**src/rtl/plru_array_if.sv**
```systemverilog
// Request/response bundle for the tree-PLRU array: access and lookup requests in,
// flush status and the registered victim out.
interface plru_array_if #(
  parameter int NUM_SETS = 16,
  parameter int NUM_WAYS = 8
);
  logic                        access_valid;
  logic [$clog2(NUM_SETS)-1:0] access_set;
  logic [$clog2(NUM_WAYS)-1:0] access_way;
  logic                        lookup_valid;
  logic [$clog2(NUM_SETS)-1:0] lookup_set;
  logic [NUM_WAYS-1:0]         valid_mask;
  logic                        flush;
  logic                        busy;
  logic                        victim_valid;
  logic [$clog2(NUM_WAYS)-1:0] victim_way;

  modport master (
    output access_valid, access_set, access_way,
    output lookup_valid, lookup_set, valid_mask, flush,
    input  busy, victim_valid, victim_way
  );

  modport slave (
    input  access_valid, access_set, access_way,
    input  lookup_valid, lookup_set, valid_mask, flush,
    output busy, victim_valid, victim_way
  );
endinterface

```
**src/rtl/plru_array.sv**
```systemverilog
// Tree pseudo-LRU state for NUM_SETS sets of NUM_WAYS ways, with invalid-way
// preference, same-cycle access bypass and a one-set-per-cycle flush walk.
module plru_array #(
  parameter int NUM_SETS = 16,
  parameter int NUM_WAYS = 8
) (
  input  logic       clk,
  input  logic       rst,
  plru_array_if.slave bus
);
  localparam int SET_W  = $clog2(NUM_SETS);
  localparam int WAY_W  = $clog2(NUM_WAYS);
  localparam int TREE_W = NUM_WAYS - 1;

  typedef enum logic {IDLE, FLUSH} state_t;

  state_t             state_reg, state_next;
  logic [SET_W-1:0]   cnt_reg, cnt_next;
  logic [TREE_W-1:0]  tree_reg [NUM_SETS];
  logic               victim_valid_reg;
  logic [WAY_W-1:0]   victim_way_reg;

  logic               in_idle, access_ok, lookup_ok, clear_en;
  logic [TREE_W-1:0]  access_tree, lookup_tree;
  logic [WAY_W-1:0]   tree_way, free_way, victim_sel;
  logic               free_found;

  // Point every node on the path to the touched way towards the other subtree.
  function automatic logic [TREE_W-1:0] touch(input logic [TREE_W-1:0] bits,
                                               input logic [WAY_W-1:0]  way);
    logic [TREE_W-1:0] r;
    int                n;
    r = bits;
    n = 0;
    for (int l = 0; l < WAY_W; l++) begin
      r[n[WAY_W-1:0]] = ~way[WAY_W-1-l];
      n = 2 * n + 1 + int'(way[WAY_W-1-l]);
    end
    return r;
  endfunction

  function automatic logic [WAY_W-1:0] walk(input logic [TREE_W-1:0] bits);
    logic [WAY_W-1:0] v;
    int               n;
    v = '0;
    n = 0;
    for (int l = 0; l < WAY_W; l++) begin
      v[WAY_W-1-l] = bits[n[WAY_W-1:0]];
      n = 2 * n + 1 + int'(bits[n[WAY_W-1:0]]);
    end
    return v;
  endfunction

  assign in_idle   = (state_reg == IDLE);
  assign clear_en  = (state_reg == FLUSH);
  assign access_ok = in_idle && !bus.flush && bus.access_valid;
  assign lookup_ok = in_idle && !bus.flush && bus.lookup_valid;
  assign bus.busy  = clear_en;

  assign access_tree = touch(tree_reg[bus.access_set], bus.access_way);
  assign lookup_tree = (access_ok && (bus.access_set == bus.lookup_set))
                       ? access_tree : tree_reg[bus.lookup_set];
  assign tree_way    = walk(lookup_tree);

  always_comb begin
    free_found = 1'b0;
    free_way   = '0;
    for (int i = NUM_WAYS - 1; i >= 0; i--) begin
      if (!bus.valid_mask[i]) begin
        free_found = 1'b1;
        free_way   = WAY_W'(i);
      end
    end
  end

  assign victim_sel = free_found ? free_way : tree_way;

  always_comb begin
    state_next = state_reg;
    cnt_next   = cnt_reg;
    case (state_reg)
      IDLE: begin
        if (bus.flush) begin
          state_next = FLUSH;
          cnt_next   = '0;
        end
      end
      FLUSH: begin
        if (cnt_reg == SET_W'(NUM_SETS - 1)) begin
          state_next = IDLE;
          cnt_next   = '0;
        end else begin
          cnt_next = cnt_reg + 1'b1;
        end
      end
      default: state_next = IDLE;
    endcase
  end

  always_ff @(posedge clk or negedge rst) begin
    if (!rst) begin
      state_reg <= IDLE;
      cnt_reg   <= '0;
    end else begin
      state_reg <= state_next;
      cnt_reg   <= cnt_next;
    end
  end

  // One register bank per set so the flush walk and accesses each touch a single set.
  for (genvar gi = 0; gi < NUM_SETS; gi++) begin : g_set
    always_ff @(posedge clk or negedge rst) begin
      if (!rst) begin
        tree_reg[gi] <= '0;
      end else if (clear_en && (cnt_reg == SET_W'(gi))) begin
        tree_reg[gi] <= '0;
      end else if (access_ok && (bus.access_set == SET_W'(gi))) begin
        tree_reg[gi] <= access_tree;
      end
    end
  end

  always_ff @(posedge clk or negedge rst) begin
    if (!rst) begin
      victim_valid_reg <= 1'b0;
      victim_way_reg   <= '0;
    end else begin
      victim_valid_reg <= lookup_ok;
      if (lookup_ok) begin
        victim_way_reg <= victim_sel;
      end
    end
  end

  assign bus.victim_valid = victim_valid_reg;
  assign bus.victim_way   = victim_way_reg;
endmodule

```
**src/flat_wrapper.sv**
```systemverilog
// flat-port wrapper written by rule: the top's interface ports become plain ports
module plru_array_flat 
#(
  parameter int NUM_SETS = 16,
  parameter int NUM_WAYS = 8
)
  (clk, rst, bus_access_valid, bus_access_set, bus_access_way, bus_lookup_valid, bus_lookup_set, bus_valid_mask, bus_flush, bus_busy, bus_victim_valid, bus_victim_way);
  plru_array_if #(.NUM_SETS(NUM_SETS), .NUM_WAYS(NUM_WAYS)) bus_i ();
  input  logic clk;
  input  logic rst;
  input wire logic [$bits(bus_i.access_valid)-1:0] bus_access_valid;
  input wire logic [$bits(bus_i.access_set)-1:0] bus_access_set;
  input wire logic [$bits(bus_i.access_way)-1:0] bus_access_way;
  input wire logic [$bits(bus_i.lookup_valid)-1:0] bus_lookup_valid;
  input wire logic [$bits(bus_i.lookup_set)-1:0] bus_lookup_set;
  input wire logic [$bits(bus_i.valid_mask)-1:0] bus_valid_mask;
  input wire logic [$bits(bus_i.flush)-1:0] bus_flush;
  output wire logic [$bits(bus_i.busy)-1:0] bus_busy;
  output wire logic [$bits(bus_i.victim_valid)-1:0] bus_victim_valid;
  output wire logic [$bits(bus_i.victim_way)-1:0] bus_victim_way;
  assign bus_i.access_valid = bus_access_valid;
  assign bus_i.access_set = bus_access_set;
  assign bus_i.access_way = bus_access_way;
  assign bus_i.lookup_valid = bus_lookup_valid;
  assign bus_i.lookup_set = bus_lookup_set;
  assign bus_i.valid_mask = bus_valid_mask;
  assign bus_i.flush = bus_flush;
  assign bus_busy = bus_i.busy;
  assign bus_victim_valid = bus_i.victim_valid;
  assign bus_victim_way = bus_i.victim_way;
  plru_array #(.NUM_SETS(NUM_SETS), .NUM_WAYS(NUM_WAYS)) u_core (.clk(clk), .rst(rst), .bus(bus_i));
endmodule
```
**config.mk**
```make
export PLATFORM = sky130hd
export DESIGN_NAME = plru_array_flat
export DESIGN_NICKNAME = d
export VERILOG_FILES = /design/src/rtl/plru_array_if.sv /design/src/rtl/plru_array.sv /design/src/flat_wrapper.sv
export SDC_FILE = /design/constraint.sdc
export NUM_CORES = 1
export LEC_CHECK = 0
export BUFFER_PORTS_ARGS = -buffer_cell sky130_fd_sc_hd__clkbuf_2
export CAP_MARGIN = 20
export CORE_MARGIN = 2
export CORE_UTILIZATION = 53
export CTS_BUF_LIST = sky130_fd_sc_hd__clkbuf_8
export DETAILED_ROUTE_END_ITERATION = 6
export GPL_TIMING_DRIVEN = 0
export PLACE_DENSITY_LB_ADDON = 0.05
export SLEW_MARGIN = 0
export SYNTH_ARGS = -nofsm -noshare
export SYNTH_HDL_FRONTEND = slang
export SYNTH_SLANG_ARGS = --single-unit
export TNS_END_PERCENT = 20
```
**constraint.sdc**
```tcl
create_clock -name clk -period 3.2 [get_ports clk]
set_input_delay 0.8 -clock clk [delete_from_list [all_inputs] [get_ports clk]]
set_output_delay 0.8 -clock clk [all_outputs]
set_load 0.02 [all_outputs]
```
==> flow_summary.json <==
{
  "clkPwrFrac_pct": 36.1,
  "maxSlewViolCount": 0,
  "ys_async_sr_fraction_pct": 100,
  "clock_path_buffers": 2,
  "clock_latency_ns": 0.45,
  "pwr-share-comb_pct": 23.3,
  "core_area_sq_um": 12500,
  "setup_viol": 0,
  "synth_nets": 570,
  "final_common_cell": "dfrtp_1",
  "worst_slack_ns": 0.0546,
  "wl_per_cell_um": 27.3,
  "wl_mm": 21.2,
  "path_cells": "clkbuf_2 -> buf_12 -> mux4_2 -> mux4_2 -> a21o_1 -> nand3_4 -> o31ai_4 -> ha_4 -> inv_2 -> mux2i_1 -> o21ai_1 -> o21ai_1 -> o31ai_2",
  "crit_type": "in2reg",
  "portBuffers": 24,
  "cp_top_family": "multiplexers",
  "slew_headroom_pct": 28.5,
  "cts_hold_buffers": 0,
  "tightestPinTransition_ns": 1.07,
  "antenna_found_initial": 0,
  "drive_gt1_share_pct": 26.6,
  "hold_class": "in2async",
  "die_x_um": 117,
  "grt_start_max_net_pins": 104,
  "cp-start-kind": "primary input",
  "p_int_mw": 2.95,
  "rsz0062_at_grt": "false",
  "power_density_nw_per_um2": 559,
  "dp_cells": 735,
  "grt_pass1_vias": 5333,
  "overflow": 0,
  "path_clk_slew_ns": 0.08,
  "critPathBufInv": 3,
  "critPathMaxStageDelay_ns": 0.53,
  "crit_path_max_fanout": 10,
  "vias_per_cell": 7.00,
  "holdWs_ns": 0.204,
  "syn_inst": 536,
  "seqCellArea_sq_um": 3030,
  "post-route-util_pct": 62.3,
  "clock-root-buffer": "clkbuf_8",
  "cts_num_sinks": 121,
  "dp_slack_ns": -0.782,
  "syn_area_sq_um": 6740,
  "critPathSlowestCell": "mux4_2",
  "p_sw_mw": 1.41,
  "drt_iter0_drc": 568,
  "tns_ns": 0,
  "avgSynthCellArea_sq_um": 12.6,
  "fin_cells": 777,
  "synth_warnings": 0,
  "gp_congestion": 1.03,
  "route.vias.total": 5441,
  "p_total_mw": 4.36,
  "antenna_left": 0,
  "nFillCells": 1017,
  "htreeDepth": 4,
  "synth_ff_type": "dfrtp_1",
  "status": "complete, no violations",
  "row_count": 41,
  "area_growth_pct": 15.7,
  "skew_ns": 0.0131,
  "peakVddDrop_mv": 0.625,
  "synth_edf_count": 0,
  "crit_arrival_ns": 3.51,
  "synth-seq-cells": 121,
  "dieArea_sq_um": 13600,
  "worstSetupEndpointType": "flip-flop",
  "fin_area_sq_um": 7800,
  "ys_types": 53,
  "fp.dieH_um": 117,
  "drc": 0,
  "first_pass_iters": 6,
  "antenna_cells": 0,
  "post-route-period-util_pct": 98.3,
  "initial_utilization_pct": 53.9,
  "synth-seq-area-share_pct": 44.9,
  "largest_reg_flops": 112,
  "final_hold_viol_count": 0,
  "mostFrequentLayoutCells": "121 x dfrtp_1, 114 x a22o_1, 47 x mux4_2, 27 x clkbuf_2, 23 x nor2_1",
  "ios": 29,
  "multi_input_area_sq_um": 3590,
  "grt_pass1_wl_mm": 32.3,
  "p_seq_share_pct": 40.6,
  "hpwl_mm": 14.9,
  "max_clock_freq_ghz": 0.318,
  "grt_usage_pct": 33.3,
  "period_needed_ns": 3.15,
  "numCtsBuffers": 17,
  "cap_violations": 0,
  "worstPathRequired_ns": 3.56,
  "cts_tree": "yes",
  "swShare_pct": 32.3,
  "post_dp_cell_area_sq_um": 7180,
  "fin_nets": 626,
  "leakage_nw": 3.51
}
area by class of cell:
cell class                 instances  area share, %
multi-input combinational        370           46.1
sequential                       121           38.8
clock buffer                      21           3.71
timing repair buffer              39           3.32
tap                              172           2.76
buffer                            30           2.55
clock inverter                    11           2.17
inverter                          13          0.626
power groups by stage:
stage	Combinational (mW)	Clock, mW	Sequential [mW]
after detailed placement	0.974	0	1.78
after CTS	0.991	1.59	1.75
after floorplan	0.628	0	1.78
after global routing	1.09	1.67	1.78
after global placement	0.949	0	1.78
final	1.02	1.57	1.77
final timing paths:
check	to	slack, ns	start	cells past startpoint
min in group clk	u_core.bus.victim_way[2]$_DFFE_PN0P_	0.49	u_core.bus.victim_way[2]$_DFFE_PN0P_	1
worst min-delay path	u_core.bus.victim_way[0]$_DFFE_PN0P_	0.20	rst	1
max in group asynchronous	u_core.cnt_reg[0]$_DFFE_PN0P_	2.22	rst	2
worst max-delay path	u_core.bus.victim_way[0]$_DFFE_PN0P_	0.05	bus_lookup_set[0]	13
worst max register to register	u_core.bus.victim_way[0]$_DFFE_PN0P_	0.22	u_core.bus.busy$_DFF_PN0_	12
worst min register to register	u_core.bus.victim_way[2]$_DFFE_PN0P_	0.49	u_core.bus.victim_way[2]$_DFFE_PN0P_	1
timing repair:
item | in CTS | in global routing
pin swaps | 0 | 4
setup endpoints to repair | 1 | 29
setup buffers | 4 | 8
cloned | 0 | 0
gates resized for setup | 8 | 15
layer usage:
| layer | GRT usage (%) | wire length, um |
|---|---|---|
| met1 | 46.6 | 8580 |
| met2 | 49.8 | 9810 |
| met3 | 9.11 | 2160 |
| met4 | 13.4 | 643 |
| met5 | 0 | 0 |
synth_stat cells, types with 2 or more instances:
library cell | number | area share [%]
nand2_1 | 19 | 1.1
nor3_1 | 5 | 0.37
or3_1 | 3 | 0.28
nor2b_1 | 11 | 1.0
and3_1 | 2 | 0.19
a41oi_1 | 2 | 0.26
mux2i_1 | 21 | 3.1
a21oi_1 | 13 | 0.96
nor2_1 | 24 | 1.3
nand3_1 | 6 | 0.45
a21o_1 | 3 | 0.33
a31oi_1 | 14 | 1.3
mux4_2 | 47 | 16
and2_1 | 3 | 0.28
o21ai_0 | 10 | 0.74
a211oi_2 | 2 | 0.37
buf_2 | 7 | 0.52
o211ai_1 | 5 | 0.56
dfrtp_1 | 121 | 45
inv_1 | 13 | 0.72
buf_4 | 4 | 0.45
a22oi_1 | 8 | 0.89
nand4_1 | 3 | 0.28
nor3_2 | 3 | 0.45
clkbuf_1 | 19 | 1.1
xnor2_1 | 4 | 0.52
a22o_1 | 114 | 15
a211oi_1 | 3 | 0.33
nand2b_1 | 6 | 0.56
o21ai_1 | 2 | 0.15
o31ai_2 | 2 | 0.37
o31ai_1 | 2 | 0.22
mux2_2 | 6 | 1.0
ha_1 | 10 | 1.9
cell families after synthesis:
kind of cell,count (synthesis),share of synthesized area (%)
AO/OA/AOI/OAI,194,23.4
flip-flops,121,44.9
AND/OR/NAND/NOR,87,6.46
multiplexers,74,19.8
buffers and inverters,45,2.97
adder cells (fa/ha/maj),10,1.86
XOR/XNOR,5,0.649
worst reg2reg max path: stages (launching register included):
cell,delay [ns]
dfrtp_1,0.52
nor2_4,0.23
nand2_1,0.13
or3_1,0.53
buf_2,0.29
nor2_1,0.20
a21oi_4,0.07
ha_4,0.26
a31oi_1,0.14
o21ai_1,0.08
o211ai_1,0.14
o21ai_1,0.13
o31ai_2,0.18
(Power assumes the default switching activity.)
